<file path="config.mk">
export PLATFORM = sky130hd
export DESIGN_NAME = ctrl_fifo_stack_flat
export DESIGN_NICKNAME = d
export VERILOG_FILES = /design/src/rtl/ctrl_fifo_stack_if.sv /design/src/rtl/ctrl_fifo_stack.sv /design/src/flat_wrapper.sv
export SDC_FILE = /design/constraint.sdc
export NUM_CORES = 1
export LEC_CHECK = 0
export CORE_MARGIN = 5
export CORE_UTILIZATION = 30
export DETAILED_ROUTE_END_ITERATION = 12
export DONT_BUFFER_PORTS = 1
export GPL_ROUTABILITY_DRIVEN = 1
export GPL_TIMING_DRIVEN = 0
export SLEW_MARGIN = 40
export SYNTH_ARGS = -nofsm -noshare
export SYNTH_HDL_FRONTEND = slang
export SYNTH_SLANG_ARGS = --single-unit
export TNS_END_PERCENT = 20
</file>
<file path="constraint.sdc">
create_clock -name clk -period 7.6 [get_ports clk]
set_clock_uncertainty 0.2 [all_clocks]
set_input_delay 1.52 -clock clk [delete_from_list [all_inputs] [get_ports clk]]
set_output_delay 1.52 -clock clk [all_outputs]
set_load 0.1 [all_outputs]
</file>
<file path="src/rtl/ctrl_fifo_stack_if.sv">
// Handshake and data bundle between a narrow producer / wide consumer and the
// width-converting FIFO. The master drives requests, the slave (the FIFO)
// drives status flags and the popped packet.
interface ctrl_fifo_stack_if #(
    parameter int dbits  = 2,
    parameter int rd_pkt = 4
);
    logic                    wr;
    logic                    rd;
    logic [dbits-1:0]        din;
    logic                    empty;
    logic                    full;
    logic [dbits*rd_pkt-1:0] dout;

    modport master (
        output wr, rd, din,
        input  empty, full, dout
    );

    modport slave (
        input  wr, rd, din,
        output empty, full, dout
    );
endinterface

</file>
<file path="src/rtl/ctrl_fifo_stack.sv">
// Width-converting FIFO: one dbits word is written per clock, and a packet of
// rd_pkt words (oldest word in the LSBs) is popped per accepted read. A read is
// only possible once a whole packet is buffered. Flags come straight from the
// occupancy register; dout is registered and holds until the next accepted read.
module ctrl_fifo_stack #(
    parameter int abits  = 4,
    parameter int dbits  = 2,
    parameter int rd_pkt = 4
) (
    input  logic               clk,
    input  logic               reset_n,
    ctrl_fifo_stack_if.slave   bus
);
    localparam int DEPTH = 2 ** abits;
    localparam int CNT_W = abits + 1;

    logic [dbits-1:0]        mem_q [DEPTH];
    logic [abits-1:0]        wr_ptr_q, wr_ptr_d;
    logic [abits-1:0]        rd_ptr_q, rd_ptr_d;
    logic [CNT_W-1:0]        count_q, count_d;
    logic [dbits*rd_pkt-1:0] dout_q, dout_d;
    logic                    wr_acc;
    logic                    rd_acc;

    // Flags and acceptance use pre-edge occupancy, so wr and rd on the same
    // edge are judged independently of each other.
    assign bus.full  = (count_q == CNT_W'(DEPTH));
    assign bus.empty = (count_q < CNT_W'(rd_pkt));
    assign wr_acc    = bus.wr & ~bus.full;
    assign rd_acc    = bus.rd & ~bus.empty;
    assign bus.dout  = dout_q;

    // Next-state for pointers, occupancy and the outgoing packet.
    always_comb begin
        // NOTE: every variable gets a default before any branch, otherwise a
        // path that skips the assignment infers a latch.
        wr_ptr_d = wr_ptr_q;
        rd_ptr_d = rd_ptr_q;
        dout_d   = dout_q;
        count_d  = count_q + CNT_W'(wr_acc) - (rd_acc ? CNT_W'(rd_pkt) : '0);
        if (wr_acc) begin
            wr_ptr_d = wr_ptr_q + 1'b1;
        end
        if (rd_acc) begin
            // The abits-wide index sum wraps modulo DEPTH, so a packet may
            // straddle the end of the array. Memory reads here see pre-edge
            // contents, so a same-edge write never leaks into the packet.
            for (int i = 0; i < rd_pkt; i++) begin
                dout_d[i*dbits +: dbits] = mem_q[rd_ptr_q + abits'(i)];
            end
            // Truncation makes an rd_pkt of DEPTH a full lap (no movement).
            rd_ptr_d = rd_ptr_q + abits'(rd_pkt);
        end
    end

    // Storage array: written on accepted writes only.
    // NOTE: the data array has no reset; occupancy and pointers alone decide
    // what is valid, and leaving it unreset keeps it a plain register file.
    always_ff @(posedge clk) begin
        if (wr_acc) begin
            mem_q[wr_ptr_q] <= bus.din;
        end
    end

    // Control state and output packet register, cleared asynchronously.
    // NOTE: sequential state uses non-blocking assignments only, so all
    // registers update together from pre-edge values.
    always_ff @(posedge clk or negedge reset_n) begin
        if (!reset_n) begin
            wr_ptr_q <= '0;
            rd_ptr_q <= '0;
            count_q  <= '0;
            dout_q   <= '0;
        end else begin
            wr_ptr_q <= wr_ptr_d;
            rd_ptr_q <= rd_ptr_d;
            count_q  <= count_d;
            dout_q   <= dout_d;
        end
    end
endmodule

</file>
<file path="src/flat_wrapper.sv">
// flat-port wrapper written by rule: the top's interface ports become plain ports
module ctrl_fifo_stack_flat 
#(
    parameter int abits  = 4,
    parameter int dbits  = 2,
    parameter int rd_pkt = 4
)
  (clk, reset_n, bus_wr, bus_rd, bus_din, bus_empty, bus_full, bus_dout);
  ctrl_fifo_stack_if #(.dbits(dbits), .rd_pkt(rd_pkt)) bus_i ();
  input  logic clk;
  input  logic reset_n;
  input wire logic [$bits(bus_i.wr)-1:0] bus_wr;
  input wire logic [$bits(bus_i.rd)-1:0] bus_rd;
  input wire logic [$bits(bus_i.din)-1:0] bus_din;
  output wire logic [$bits(bus_i.empty)-1:0] bus_empty;
  output wire logic [$bits(bus_i.full)-1:0] bus_full;
  output wire logic [$bits(bus_i.dout)-1:0] bus_dout;
  assign bus_i.wr = bus_wr;
  assign bus_i.rd = bus_rd;
  assign bus_i.din = bus_din;
  assign bus_empty = bus_i.empty;
  assign bus_full = bus_i.full;
  assign bus_dout = bus_i.dout;
  ctrl_fifo_stack #(.abits(abits), .dbits(dbits), .rd_pkt(rd_pkt)) u_core (.clk(clk), .reset_n(reset_n), .bus(bus_i));
endmodule
</file>
# Word-level counts from Yosys, hierarchy flattened
# Memories as Yosys holds them, arrays and structs flattened. A register that Yosys moved wholly into a read port is not among the register bits.
# Cells that the tools add are included.
# word_totals
ff_bits	13
ram_bits	32
in_bits	6
output_inout_bits	10
mem_count	1
# classes
addsub	7
magnitude_cmp	1
eq_ne	1
n_mux	3
n_bitwise	4
n_reduce_logical	4
# mem_list
name	words	width	rd	rd_clocked_by_memory_dff	wr	line	source
u_core.mem_q	16	2	4	4	1	ctrl_fifo_stack.sv:17	logic [dbits-1:0] mem_q [DEPTH];
# op_table
op	n
4-bit by 1-bit adder with 4-bit output (second input constant)	2
4-bit by 2-bit adder with 4-bit output (second input constant)	2
5-bit by 1-bit adder with 5-bit output	1
5-bit equality test (second input constant)	1
5-bit by 3-bit < comparator with 1-bit output (second input constant)	1
5-bit subtractor	1
4-bit by 3-bit adder with 4-bit output (second input constant)	1
1-bit logical NOT	4
3-bit 2-to-1 mux	1
1-bit AND	2
1-bit 2-to-1 mux	2
1-bit NOT	2

# Logic depth before layout (Yosys ltp)
# Gate-level depths: netlist of the first run.
# logic_depth
word_depth	5
mapped_depth	9
ltp_nobuf	9

# Least setup slack after synthesis of the first run
# No wires, ideal clock.
# synth_timing
kind	reg2out
start	register u_core.count_q[1]
end	output bus_full
arrival_ns	2.234
required_time_ns	5.880
setup_slack_ns	3.646
stages_incl_launch_ff	3
path_cell_list	dfrtp_1 > or4b_4 > nor2_1
# synth_between
elab_chain_len	1
# synth_rtl
item	line	source
start, declared	ctrl_fifo_stack.sv:20	logic [CNT_W-1:0] count_q, count_d;
start signal, assigned	ctrl_fifo_stack.sv:77	count_q <= count_d;
5-bit equality test	ctrl_fifo_stack.sv:27	assign bus.full = (count_q == CNT_W'(DEPTH));
end, declared	flat_wrapper.sv:16	output wire logic [$bits(bus_i.full)-1:0] bus_full;
# Every way passes these cells.

# Worst setup path in the final report of the first run
# Ends and elaborated chain as after synthesis.

==> flow_metrics.tcl, run 1 <==
set metrics [dict create \
    fp.dieArea_um2 9233 \
    routed_via_density 4.458 \
    async_reset_ff_share_pct 37.25 \
    syn_inst 133 \
    cts_root_buf "clkbuf_8" \
    synth_most_common_cell "edfxtp_1" \
    period_needed_ns 3.563 \
    ys_types 27 \
    vias 1070 \
    place_area_um2 2355 \
    fp.coreArea_um2 7253 \
    seqCellArea_um2 1446 \
    drv_slew 0 \
    status "completed" \
    hold_viol_final 0 \
    wl_per_cell_um 14.72 \
    synthFlopType "edfxtp_1" \
    drtIter0Drc 78 \
    antenna_found_initial 0 \
    cp-end-kind "output pin" \
    critPathRequiredTime_ns 5.88 \
    routabilityCongestion 0.7531 \
    layout.nets 159 \
    port-buffer-count 0 \
    grt_pass1_wl_mm 6.141 \
    hold_class "reg -> reg" \
    synthToLayoutAreaGrowth_pct 11.20 \
    grt_pass1_vias 1156 \
    final_area_um2 2472 \
    start_util_pct 30.65 \
    met3_usage_pct 3.284 \
    clock_latency_ns 0.30 \
    syn_nets 152 \
    postRouteAntennaNets 0 \
    wl_mm 3.532 \
    post_cts_buffers 0 \
    multi_input_area_um2 740.7 \
    setup_viol_count_final 0 \
    synth.avg_cell_area_um2 16.72 \
    grt_overflow 0 \
    cts.path.max_buffers 2 \
    grt_usage_pct 9.059 \
    placementRows 31 \
    tightestPinTransition_ns 0.8289 \
    drive_gt1_share_pct 26.95 \
    cts_hold_buf 0 \
    cts_sinks 51 \
    ys_seq_area_share_pct 64.60 \
    fillers 710 \
    route.detailed.drc 0 \
    numCtsBuffers 5 \
    maxCapViolations 0 \
    synth_top_area_share_pct 43.22 \
    cts_tree "yes" \
    period_share_pct 46.88 \
    die_h_um 96.09 \
    synth_area_um2 2223 \
    drt_pass1_iterations 4 \
    grt_max_degree 20 \
    post-route-util_pct 34.09 \
    holdWs_ns 0.3144 \
    clk_pin_slew_ns 0.09 \
    worstPathArrival_ns 1.84 \
    start_kind "flip-flop" \
    n_antenna_cell 0 \
    fmax_mhz 280.7 \
    synthTopCellsByArea "edfxtp_1 43%, dfrtp_1 21%, mux4_2 8.1%, ha_1 7.3%, and3_1 4.5%" \
    io_pins 16 \
    top_usage_layer "met2" \
    yosys_warnings 0 \
    met2_usage_pct 14.15 \
    met1_usage_pct 11.12 \
    crit_type "reg -> out" \
    crit_fanout 5 \
    cts_resized 0 \
    htreeDepth 2 \
    die_w_um 96.09 \
    reg2reg_slack_ns 4.99 \
    fin_setup_tns_ns 0 \
    synth-seq-cells 51 \
    rsz0062_at_grt "false" \
    synth_common_cells "32 x edfxtp_1, 19 x dfrtp_1, 16 x and3_1" \
    maxSlewHeadroom_pct 44.68 \
    synth_top_area_cell "edfxtp_1" \
    synth-edff-count 32 \
    hpwlAfterDp_mm 2.518 \
]
flip-flops by register name (all words and copies together), names as in the netlist:
register,flops
u_core.count_q,5
u_core.bus.dout,8
u_core.rd_ptr_q,2
u_core.wr_ptr_q,4
u_core.mem_q,32
layout by cell type (no fill, tap or decap), types with 2 or more instances in the layout:
cell type  instances
inv_1              9
nor2b_1            2
xor2_1             2
ha_1              13
dfrtp_1           11
xnor2_1            6
mux2_2             8
mux4_2             8
edfxtp_1          32
clkbuf_8           5
and3_1            16
dfrtp_2            8
critical path, stage by stage (launching register included):
cell     delay [ns]
dfrtp_1        0.44
or4b_4         0.60
nor2_4         0.51
path summary, 6_finish.rpt:
kind / from / to / cells past startpoint
min in group asynchronous: reset_n / u_core.rd_ptr_q[2] / 0
worst max register to register: u_core.count_q[3] / u_core.count_q[4] / 9
max in group asynchronous: reset_n / u_core.bus.dout[5] / 0
worst min register to register: u_core.count_q[0] / u_core.count_q[0] / 1
worst min-delay path: u_core.count_q[0] / u_core.count_q[0] / 1
worst max-delay path: u_core.count_q[1] / bus_full / 2
area by class of cell:
cell class                      instances  area share (%)
Sequential cell                        51           58.50
Multi-Input combinational cell         70           29.96
Tap cell                               99           5.010
Clock buffer                            5           2.783
Clock inverter                          3           1.569
Inverter                                9           1.366
Buffer                                  3          0.8097
kinds of logic (layout without fill, tap and decap cells):
family                   after synthesis  in the layout  share of synthesized area [%]
flip-flops                            51             51                          64.60
adder cells (fa/ha/maj)               13             13                          7.316
buffers and inverters                 12             20                          2.419
AO/OA/AOI/OAI                          7              7                          2.588
AND/OR/NAND/NOR                       25             25                          7.091
multiplexers                          17             17                          12.83
XOR/XNOR                               8              8                          3.152
stage by stage:
stage | setup slack [ns] | instances
final | 4.037 | 240
after global routing | 3.956 | 240
after CTS | 4.009 | 240
after detailed placement | 4.282 | 232
after global placement | 3.545 | 232
after floorplan | 3.646 | 133
routing by layer:
layer,vias to the layer above,part of all wire [%],wire (um)
met3,5,6.1,217
met4,0,1.5,53
met1,536,43,1507
li1,509,-,-
met5,-,0,0
met2,20,50,1754
Power of run 1 is left out: the tool's default activity adds up to more than one toggle a clock period on the data nets, which glitch-free logic cannot reach.
==> run 2, diff against run 1 <==
Clock period 7.6 ns to 3.1 ns, I/O delays scaled along.
==> run 2 against run 1 <==
Sequential share of layout area fell by 0.12 points. Critical path depth unchanged. Final cell count is 0.42% higher. First-iteration DRC count fell by 1.3%. Count of clock-buffer cells in the layout did not move. Global-route usage about the same.
==> flow_metrics.tcl, run 2 (synthesized netlist as in run 1, its figures left out) <==
set metrics [dict create \
    die_h_um 96.09 \
    cp-startpoint "u_core.count_q[1]" \
    route.detailed.drc 0 \
    drt_pass1_iterations 4 \
    critPathRequiredTime_ns 2.28 \
    placementRows 31 \
    crit_fanout 5 \
    cts_root_buf "clkbuf_8" \
    grt_pass1_vias 1163 \
    cts_sinks 51 \
    fp.coreArea_um2 7253 \
    drive_gt1_share_pct 27.46 \
    crit_type "reg -> out" \
    post-route-util_pct 34.16 \
    hold_viol_final 0 \
    routed-wl-met3_um 205 \
    period_needed_ns 2.662 \
    status "completed" \
    reg2reg_slack_ns 0.49 \
    layout_common_cells "32 x edfxtp_1, 16 x and3_1, 13 x ha_1" \
    fmax_mhz 375.7 \
    cts_tree "yes" \
    final_common_cell "edfxtp_1" \
    htreeDepth 2 \
    wl_met2_mm 1.739 \
    reg2reg_depth 9 \
    postRouteAntennaNets 0 \
    clock_latency_ns 0.30 \
    highest_layer "met4" \
    cts.path.max_buffers 2 \
    maxCapViolations 0 \
    vias 1077 \
    synthToLayoutAreaGrowth_pct 11.42 \
    r2r-start "u_core.count_q[3]" \
    rsz0062_at_grt "false" \
    port-buffer-count 0 \
    numCtsBuffers 5 \
    routabilityCongestion 0.7531 \
    tightestPinTransition_ns 0.8289 \
    worstPathArrival_ns 1.84 \
    die_w_um 96.09 \
    fillers 710 \
    wl_mm 3.550 \
    period_share_pct 85.86 \
    cts_resized 0 \
    start_util_pct 30.65 \
    setup_viol_count_final 0 \
    wl_met1_mm 1.522 \
    drv_slew 0 \
    regToRegEndpoint "u_core.count_q[4]" \
    start_kind "flip-flop" \
    post_cts_buffers 0 \
    antenna_found_initial 0 \
    grt_overflow 0 \
    drtIter0Drc 77 \
    grt_pass1_wl_mm 6.161 \
    largest_reg_flops 32 \
    cp-end-kind "output pin" \
    clk_pin_slew_ns 0.09 \
    routed_via_density 4.469 \
    grt_usage_pct 9.092 \
    io_pins 16 \
    wl_per_cell_um 14.73 \
    layout.nets 160 \
    regMostFlops "u_core.mem_q" \
    hold_class "in -> async" \
    hpwlAfterDp_mm 2.518 \
    grt_max_degree 20 \
    maxSlewHeadroom_pct 44.68 \
    n_antenna_cell 0 \
    fp.dieArea_um2 9233 \
]
[run 2: changes by cell type in the layout (fill, tap and decap cells not counted), sizes merged]
cell | previous run | this run
buf | 2 | 3
[run 2: worst max-delay path by stage]
stage	end	slack, ns	depth (start not counted)
global route	u_core.count_q[4]	0.22	9
detailed placement	u_core.count_q[4]	0.45	9
finish	bus_full	0.44	2
global placement	bus_full	-0.06	2
floorplan	bus_full	0.05	2
CTS	bus_full	0.41	2
[run 2: metrics by stage]
step           setup WS (ns)  hold slack, ns  instance area [um2]  setup TNS [ns]  instances
2_1_floorplan        0.04598          0.1244                 2223               0        133
3_3_place_gp        -0.05527          0.1251                 2347        -0.05527        232
3_5_place_dp          0.4463          0.1253                 2355               0        232
4_1_cts               0.4087          0.2020                 2472               0        241
5_1_grt               0.2243         0.09972                 2477               0        241
6_report              0.4384         0.06765                 2477               0        241
[run 2: worst max-delay path, cell delays in order (launching register included)]
cell and delay (ns):
dfrtp_1 0.44, or4b_4 0.60, nor2_4 0.51
[run 2: what timing repair did]
| item | CTS | global route |
|---|---|---|
| setup endpoints to repair | 0 | 0 |
| hold buffers | 1 | 0 |
| endpoints found under the hold margin | 19 | 0 |
[run 2: area by class of cell]
type / instances / area (um2) / area share [%]
well taps: 99 / 123.9 / 5.000
repair buffers: 1 / 5.005 / 0.2020
plain buffers: 3 / 20.02 / 0.8081
flip-flops and latches: 51 / 1446 / 58.38
clock inverters: 3 / 38.79 / 1.566
clock buffers: 5 / 68.82 / 2.778
multi-input cells: 70 / 740.7 / 29.90
inverters: 9 / 33.78 / 1.364
[run 2: layer usage]
| layer | GRT usage, % | vias up |
|---|---|---|
| met2 | 14.26 | 24 |
| met1 | 11.17 | 536 |
| met3 | 3.206 | 7 |
| li1 | - | 510 |
| met4 | 4.265 | 0 |
| met5 | 0 | - |
Power of run 2 is left out for the same reason.
==> run 3, diff against run 2 <==
Settings changed: HOLD_SLACK_MARGIN set to 0.02, MAX_ROUTING_LAYER set to met4.
==> run 3 against run 2 <==
Final cell count stayed put. First-iteration DRC count increased by 2.6%. Wire length is 0.34% lower. Utilization unchanged. Cell area did not move. Maximum frequency is essentially flat. Global-route usage rose by 0.26 points. Critical endpoint unchanged. Count of clock-buffer cells in the layout did not move. Sequential share of layout area unchanged. Critical path type unchanged.
==> flow_metrics.tcl, run 3 (synthesized netlist as in run 1, its figures left out) <==
set metrics [dict create \
    numCtsBuffers 5 \
    fmax_mhz 376.0 \
    drt_pass1_iterations 4 \
    fin_setup_tns_ns 0 \
    fp.dieArea_um2 9233 \
    drtIter0Drc 79 \
    vias 1080 \
    grt_usage_pct 9.353 \
    period_needed_ns 2.659 \
    grt_pass1_wl_mm 6.175 \
    die_w_um 96.09 \
    crit_fanout 5 \
    holdWs_ns 0.07355 \
    maxSlewHeadroom_pct 44.68 \
    path_cells "or4b_4 > nor2_4" \
    fp.coreArea_um2 7253 \
    slowest_stage "or4b_4" \
    hold_class "in -> async" \
    post_cts_buffers 0 \
    r2r-start "u_core.count_q[3]" \
    reg2reg_depth 9 \
    seqCellArea_um2 1446 \
    worstPathArrival_ns 1.84 \
    htreeDepth 2 \
    rsz0062_at_grt "false" \
    critPathMaxStageDelay_ns 0.60 \
    wl_per_cell_um 14.68 \
    critPathRequiredTime_ns 2.28 \
    port-buffer-count 0 \
    placementRows 31 \
    postRouteAntennaNets 0 \
    setup_ws_ns 0.4407 \
    routed_via_density 4.481 \
    cts.path.max_buffers 2 \
    layout_common_cells "32 x edfxtp_1, 16 x and3_1, 13 x ha_1" \
    cp_top_family "simple AND/OR/NAND/NOR gates" \
    drive_gt1_share_pct 27.46 \
    antenna_found_initial 0 \
    cts_tree "yes" \
    clk_pin_slew_ns 0.09 \
    maxCapViolations 0 \
    dp_slack_ns 0.4463 \
    grt_overflow 0 \
    layout.nets 160 \
    reg2reg_slack_ns 0.49 \
    wl_mm 3.538 \
    multi_input_area_um2 740.7 \
    cts_root_buf "clkbuf_8" \
    drv_slew 0 \
    regMostFlops "u_core.mem_q" \
    final_common_cell "edfxtp_1" \
    grt_pass1_vias 1163 \
    crit_type "reg -> out" \
    worst-path-buf-inv 0 \
    die_h_um 96.09 \
    routabilityCongestion 0.7628 \
    period_share_pct 85.78 \
    route.detailed.drc 0 \
    grt_max_degree 20 \
    start_util_pct 30.65 \
    status "completed" \
    regToRegEndpoint "u_core.count_q[4]" \
    setup_viol_count_final 0 \
    cts_hold_buf 1 \
    cts_sinks 51 \
    start_kind "flip-flop" \
    synthToLayoutAreaGrowth_pct 11.42 \
    cp-end-kind "output pin" \
    hpwlAfterDp_mm 2.518 \
    fillers 710 \
    clock_latency_ns 0.29 \
    cts_resized 0 \
    io_pins 16 \
    tightestPinTransition_ns 0.8289 \
    n_antenna_cell 0 \
    largest_reg_flops 32 \
    hold_viol_final 0 \
]
-- run 3: layer usage --
metal  share of wire (%)  track usage [%]  routed length (um)  vias up
li1                    -                -                   -      511
met1                  42            11.07                1502      536
met2                  50            14.38                1759       26
met3                 5.5            3.206                 196        7
met4                 2.2            4.265                  79        0
met5                   0                -                   0        -
-- run 3: metrics by stage --
stage          instance area, um2  instances  utilization [%]
5_1_grt                      2477        241            34.16
3_3_place_gp                 2347        232            32.36
6_report                     2477        241            34.16
2_1_floorplan                2223        133                -
4_1_cts                      2472        241            34.09
3_5_place_dp                 2355        232            32.47
-- run 3: how the worst max path moves through the flow --
stage,from,to,slack (ns),depth (start not counted)
floorplan,u_core.count_q[1],bus_full,0.05,2
global placement,u_core.count_q[1],bus_full,-0.06,2
detailed placement,u_core.count_q[3],u_core.count_q[4],0.45,9
CTS,u_core.count_q[1],bus_full,0.41,2
global route,u_core.count_q[3],u_core.count_q[4],0.22,9
finish,u_core.count_q[1],bus_full,0.44,2
-- run 3: final cells by class --
type                            count  share of cell area, %
Sequential cell                    51                  58.38
Multi-Input combinational cell     70                  29.90
Tap cell                           99                  5.000
Clock buffer                        5                  2.778
Clock inverter                      3                  1.566
Inverter                            9                  1.364
Buffer                              3                 0.8081
Timing Repair Buffer                1                 0.2020
-- run 3: worst register-to-register path, stage by stage, from the launching register on --
cell and delay [ns]:
dfrtp_1 0.39, inv_1 0.10, ha_1 0.14, a21bo_2 0.23, nand2_1 0.38, ha_1 0.35
ha_1 0.31, o21bai_1 0.15, a21oi_1 0.10, xor2_1 0.15
Power of run 3 is left out for the same reason.
